## src/rtl/clk_div_bank.sv

```systemverilog
// clk_div_bank: NUM_CH free-running 50%-duty clock dividers (half-period HALF_BASE<<i) plus a
// glitch-free output selector. Optional macro CLK_DIV_BANK_GATE_EN adds per-channel enable ch_en.
module clk_div_bank #(
   parameter  int NUM_CH    = 4,
   parameter  int HALF_BASE = 2,
   parameter  int CNT_W     = 16,
   localparam int SEL_W     = (NUM_CH > 1) ? $clog2(NUM_CH) : 1
) (
   input  logic              clk,
   input  logic              rst,
   input  logic [NUM_CH-1:0] key,
`ifdef CLK_DIV_BANK_GATE_EN
   input  logic [NUM_CH-1:0] ch_en,
`endif
   output logic [NUM_CH-1:0] clk_out,
   output logic [NUM_CH-1:0] tick,
   output logic              sel_out,
   output logic [SEL_W-1:0]  sel_idx,
   output logic              busy,
   output logic              dbg_state
);

   typedef enum logic {
      S_RUN  = 1'b0,
      S_WAIT = 1'b1
   } state_t;

   logic [NUM_CH-1:0] w_en;
   logic [NUM_CH-1:0] w_clk_out;
   logic [NUM_CH-1:0] w_tick;

`ifdef CLK_DIV_BANK_GATE_EN
   assign w_en = ch_en;
`else
   assign w_en = '1;
`endif

   // Every channel counts from the same reset release, so all dividers stay phase-aligned.
   for (genvar g = 0; g < NUM_CH; g++) begin : g_ch
      localparam logic [CNT_W-1:0] LIM = CNT_W'((HALF_BASE << g) - 1);

      logic [CNT_W-1:0] r_cnt;
      logic             r_clk;
      logic             r_tick;

      always_ff @(posedge clk) begin
         if (rst || !w_en[g]) begin
            r_cnt  <= '0;
            r_clk  <= 1'b0;
            r_tick <= 1'b0;
         end else if (r_cnt == LIM) begin
            r_cnt  <= '0;
            r_clk  <= ~r_clk;
            r_tick <= ~r_clk;
         end else begin
            r_cnt  <= r_cnt + 1'b1;
            r_tick <= 1'b0;
         end
      end

      assign w_clk_out[g] = r_clk;
      assign w_tick[g]    = r_tick;
   end

   logic             w_key_valid;
   logic [SEL_W-1:0] w_key_idx;
   logic [SEL_W-1:0] w_tgt;

   always_comb begin
      w_key_idx = '0;
      for (int i = 0; i < NUM_CH; i++) begin
         if (key[i]) w_key_idx = SEL_W'(i);
      end
   end

   assign w_key_valid = (key != '0) && ((key & (key - NUM_CH'(1))) == '0);

   state_t           r_state;
   logic [SEL_W-1:0] r_sel;
   logic [SEL_W-1:0] r_pend;
   logic             r_busy;

   // A key arriving in WAIT retargets the switch in the same cycle, so a held key still completes.
   assign w_tgt = w_key_valid ? w_key_idx : r_pend;

   always_ff @(posedge clk) begin
      if (rst) begin
         r_state <= S_RUN;
         r_sel   <= '0;
         r_pend  <= '0;
         r_busy  <= 1'b0;
      end else begin
         case (r_state)
            S_RUN: begin
               if (w_key_valid && (w_key_idx != r_sel)) begin
                  r_pend  <= w_key_idx;
                  r_state <= S_WAIT;
                  r_busy  <= 1'b1;
               end
            end
            S_WAIT: begin
               if (w_key_valid && (w_key_idx == r_sel)) begin
                  r_state <= S_RUN;
                  r_busy  <= 1'b0;
               end else begin
                  r_pend <= w_tgt;
                  // Switch only while both sources are low so sel_out never shows a runt pulse.
                  if (!w_clk_out[r_sel] && !w_clk_out[w_tgt]) begin
                     r_sel   <= w_tgt;
                     r_state <= S_RUN;
                     r_busy  <= 1'b0;
                  end
               end
            end
         endcase
      end
   end

   assign clk_out   = w_clk_out;
   assign tick      = w_tick;
   assign sel_out   = w_clk_out[r_sel];
   assign sel_idx   = r_sel;
   assign busy      = r_busy;
   assign dbg_state = r_state;

endmodule

```

## config.mk

```make
export PLATFORM = sky130hd
export DESIGN_NAME = clk_div_bank
export DESIGN_NICKNAME = d
export VERILOG_FILES = /design/src/rtl/clk_div_bank.sv
export SDC_FILE = /design/constraint.sdc
export NUM_CORES = 1
export LEC_CHECK = 0
export CELL_PAD_IN_SITES_DETAIL_PLACEMENT = 1
export CELL_PAD_IN_SITES_GLOBAL_PLACEMENT = 2
export CORE_MARGIN = 10
export CORE_UTILIZATION = 33
export DETAILED_ROUTE_END_ITERATION = 6
export PLACE_DENSITY = 0.79
export SLEW_MARGIN = 10
export SYNTH_ARGS = -nofsm -noshare
export SYNTH_HDL_FRONTEND = slang
export SYNTH_SLANG_ARGS = --single-unit
```

## constraint.sdc

```tcl
create_clock -name clk -period 1.65 [get_ports clk]
set_input_delay 0.2475 -clock clk [delete_from_list [all_inputs] [get_ports clk]]
set_output_delay 0.2475 -clock clk [all_outputs]
set_load 0.01 [all_outputs]
```

==> flow_metrics.env <==
export IMPL_drt_first_pass_iters=4
export IMPL_hold_viol=0
export IMPL_postSynthAreaPerCell_um2=8.65
export IMPL_cts_tree="built"
export IMPL_grt_use_total_pct=11.4
export IMPL_wl_per_cell_um=14.1
export IMPL_grt_max_degree=21
export IMPL_multiInputGateArea_um2=2030
export IMPL_relSlewSlack_pct=67.1
export IMPL_ff2ff_path_depth=4
export IMPL_synthArstFlopShare_pct=0
export IMPL_area_growth_pct=26.6
export IMPL_reg2reg_from="sel_idx[0]"
export IMPL_setup_violations=5
export IMPL_synthTopCellsByArea="dfxtp_1 42%, xor2_1 9.3%, nor2_1 7.7%"
export IMPL_start_util_pct=33.8
export IMPL_drc=0
export IMPL_hold_worst_slack_ns=0.424
export IMPL_finalCritPeriodShare_pct=107
export IMPL_dp_hpwl_um=6370
export IMPL_root_buffer="clkbuf_8"
export IMPL_n_antenna_cell=0
export IMPL_synthesis_area_um2=3680
export IMPL_insertion_delay_ns=0.36
export IMPL_worstHoldStart="g_ch[2].r_cnt[0]"
export IMPL_synth_top_cell_area_share_pct=42.4
export IMPL_ctsHoldBuffers=0
export IMPL_violations="negative setup slack"
export IMPL_wirelength_um=8830
export IMPL_cts_inserted_buffers=9
export IMPL_synth_distinct_cells=51
export IMPL_status="finished, violations left"
export IMPL_hold_depth=1
export IMPL_drtIter0Drc=185
export IMPL_synth_most_common_cell="dfxtp_1"
export IMPL_synthCells=426
export IMPL_grt_pass1_wl_um=15200
export IMPL_pwr_density_cell_nw_per_um2=917
export IMPL_drv_slew=0
export IMPL_io_buffers=18
export IMPL_leakage_nw=1.83
export IMPL_grt_pass1_vias=3152
export IMPL_syn_nets=437
export IMPL_vias=3083
export IMPL_ys_warn_count=0
export IMPL_maxCapViolations=0
export IMPL_r2r_end="sel_idx[0]"
export IMPL_nets=491
export IMPL_layout_drive_gt1_share_pct=21.5
export IMPL_die_h_um=126
export IMPL_peakVddDrop_uv=392
export IMPL_num_rows=38
export IMPL_grt_overflow=0
export IMPL_synth_common_cells="78 x dfxtp_1, 76 x nor2_1, 39 x xor2_1"
export IMPL_startpoint_type="flop"
export IMPL_ys_ff_latch=78
export IMPL_post_route_min_period_ns=1.77
export IMPL_htreeDepth=3
export IMPL_boundaryPins=19
export IMPL_hold_end="g_ch[2].r_cnt[0]"
export IMPL_tns_ns=-0.269
export IMPL_nFillCells=1297
export IMPL_skew_ns=0.0149
export IMPL_coreArea_um2=10900
export IMPL_max_clock_freq_mhz=566
export IMPL_cts_sink_count=78
export IMPL_antenna_found_initial=0
export IMPL_critPathArrivalTime_ns=1.52
export IMPL_cp_max_fo=3
export IMPL_hold_class="flop to flop"
export IMPL_fin_ws_ns=-0.116
export IMPL_yosysTopAreaCell="dfxtp_1"
export IMPL_critPathCaptureType="output port"
export IMPL_synth_edf_count=0
export IMPL_ctsLongestPathBuffers=2
export IMPL_place_congestion=0.835
export IMPL_synthFlopType="dfxtp_1"
export IMPL_worst_pin_slew_ns=0.482
export IMPL_ys_seq_area_share_pct=42.4
export IMPL_dieArea_um2=15800
export IMPL_vias_per_cell=4.94
export IMPL_seq_area_um2=1580
export IMPL_die_width_um=126
export IMPL_drt_antenna_violating_nets=0
export IMPL_ff2ff_setup_slack_ns=-0.08
export IMPL_finalPower_mw=4.28
export IMPL_path_clk_slew_ns=0.08
export IMPL_path_class="flop to output port"
export IMPL_rsz0062_at_grt="yes"
export IMPL_critPathRequiredTime_ns=1.40
## worst max-delay path, stage by stage, from the launching register on
cell     delay [ns]
dfxtp_2        0.34
mux4_2         0.54
buf_4          0.16
buf_2          0.13
## final cells by class
type | instances | share of cell area (%)
clock inverters | 4 | 2.04
flip-flops and latches | 78 | 33.8
multi-input cells | 307 | 43.4
inverters | 17 | 1.37
well taps | 140 | 3.75
clock buffers | 11 | 3.03
repair buffers | 67 | 12.6
## flip-flops by register name, summed over array words and instances (netlist names)
| register | flops |
|---|---|
| dbg_state | 1 |
| g_ch.r_cnt | 64 |
| busy | 1 |
| r_pend | 2 |
| g_ch.r_clk | 4 |
| sel_idx | 2 |
| g_ch.r_tick | 4 |
## cells by family (layout without fill, tap and decap cells)
family / Yosys count / in the layout / synth area share, %
fa+ha+maj: 5 / 5 / 1.70
simple gates: 199 / 199 / 26.9
mux: 3 / 3 / 1.15
compound gates: 40 / 40 / 7.98
flops: 78 / 78 / 42.4
buf+inv: 41 / 99 / 5.60
xor+xnor: 60 / 60 / 14.3
## cell usage in the layout (no fill, tap or decap), types with 5 or more instances in the layout
master,instances
a21oi_1,9
a21oi_2,5
and3_1,12
buf_4,43
clkbuf_8,10
clkdlybuf4s50_1,7
dfxtp_1,69
dfxtp_2,8
dlygate4sd2_1,9
inv_1,17
nand2_1,18
nand2b_1,5
nand3_1,26
nand4_1,10
nor2_1,74
nor2b_1,5
nor3_1,11
nor4_1,9
o21ai_0,7
xnor2_1,21
xor2_1,38
## power breakdown
group          switching, mW  total [mW]  internal (mW)  leakage, nW
sequential            0.0449        1.98           1.94        0.636
combinational          0.281       0.568          0.287         1.07
clock                  0.694        1.73           1.04        0.119
## stage by stage
| step | util (%) | std cells | cell area, um2 | setup slack [ns] |
|---|---|---|---|---|
| after global placement | 39.2 | 602 | 4260 | -0.537 |
| after detailed placement | 39.2 | 602 | 4260 | -0.650 |
| final | 42.9 | 624 | 4670 | -0.116 |
| after global routing | 42.9 | 624 | 4670 | -0.168 |
| after CTS | 42.0 | 623 | 4580 | -0.135 |
| after floorplan | - | 426 | 3690 | -0.114 |
## routing by layer
| layer | part of all wire [%] | track usage, % |
|---|---|---|
| met1 | 50 | 14.5 |
| met5 | 0 | 0 |
| met2 | 46 | 18.2 |
| met3 | 2.8 | 2.89 |
| met4 | 1.3 | 4.27 |
## worst max path at each step
stage / from / to / slack, ns / cells after the start
floorplan: sel_idx[0] / sel_idx[0] / -0.11 / 5
global placement: key[2] / sel_idx[0] / -0.54 / 8
detailed placement: key[2] / r_pend[1] / -0.65 / 9
CTS: sel_idx[0] / sel_idx[0] / -0.14 / 4
global route: sel_idx[0] / sel_out / -0.17 / 3
finish: sel_idx[0] / sel_out / -0.12 / 3
## what timing repair did
item,CTS,global route
buffers inserted,6,2
pin swaps,7,5
endpoints found under the setup margin,32,51
resized for setup,26,24
Power figures use the tool's default switching activity.
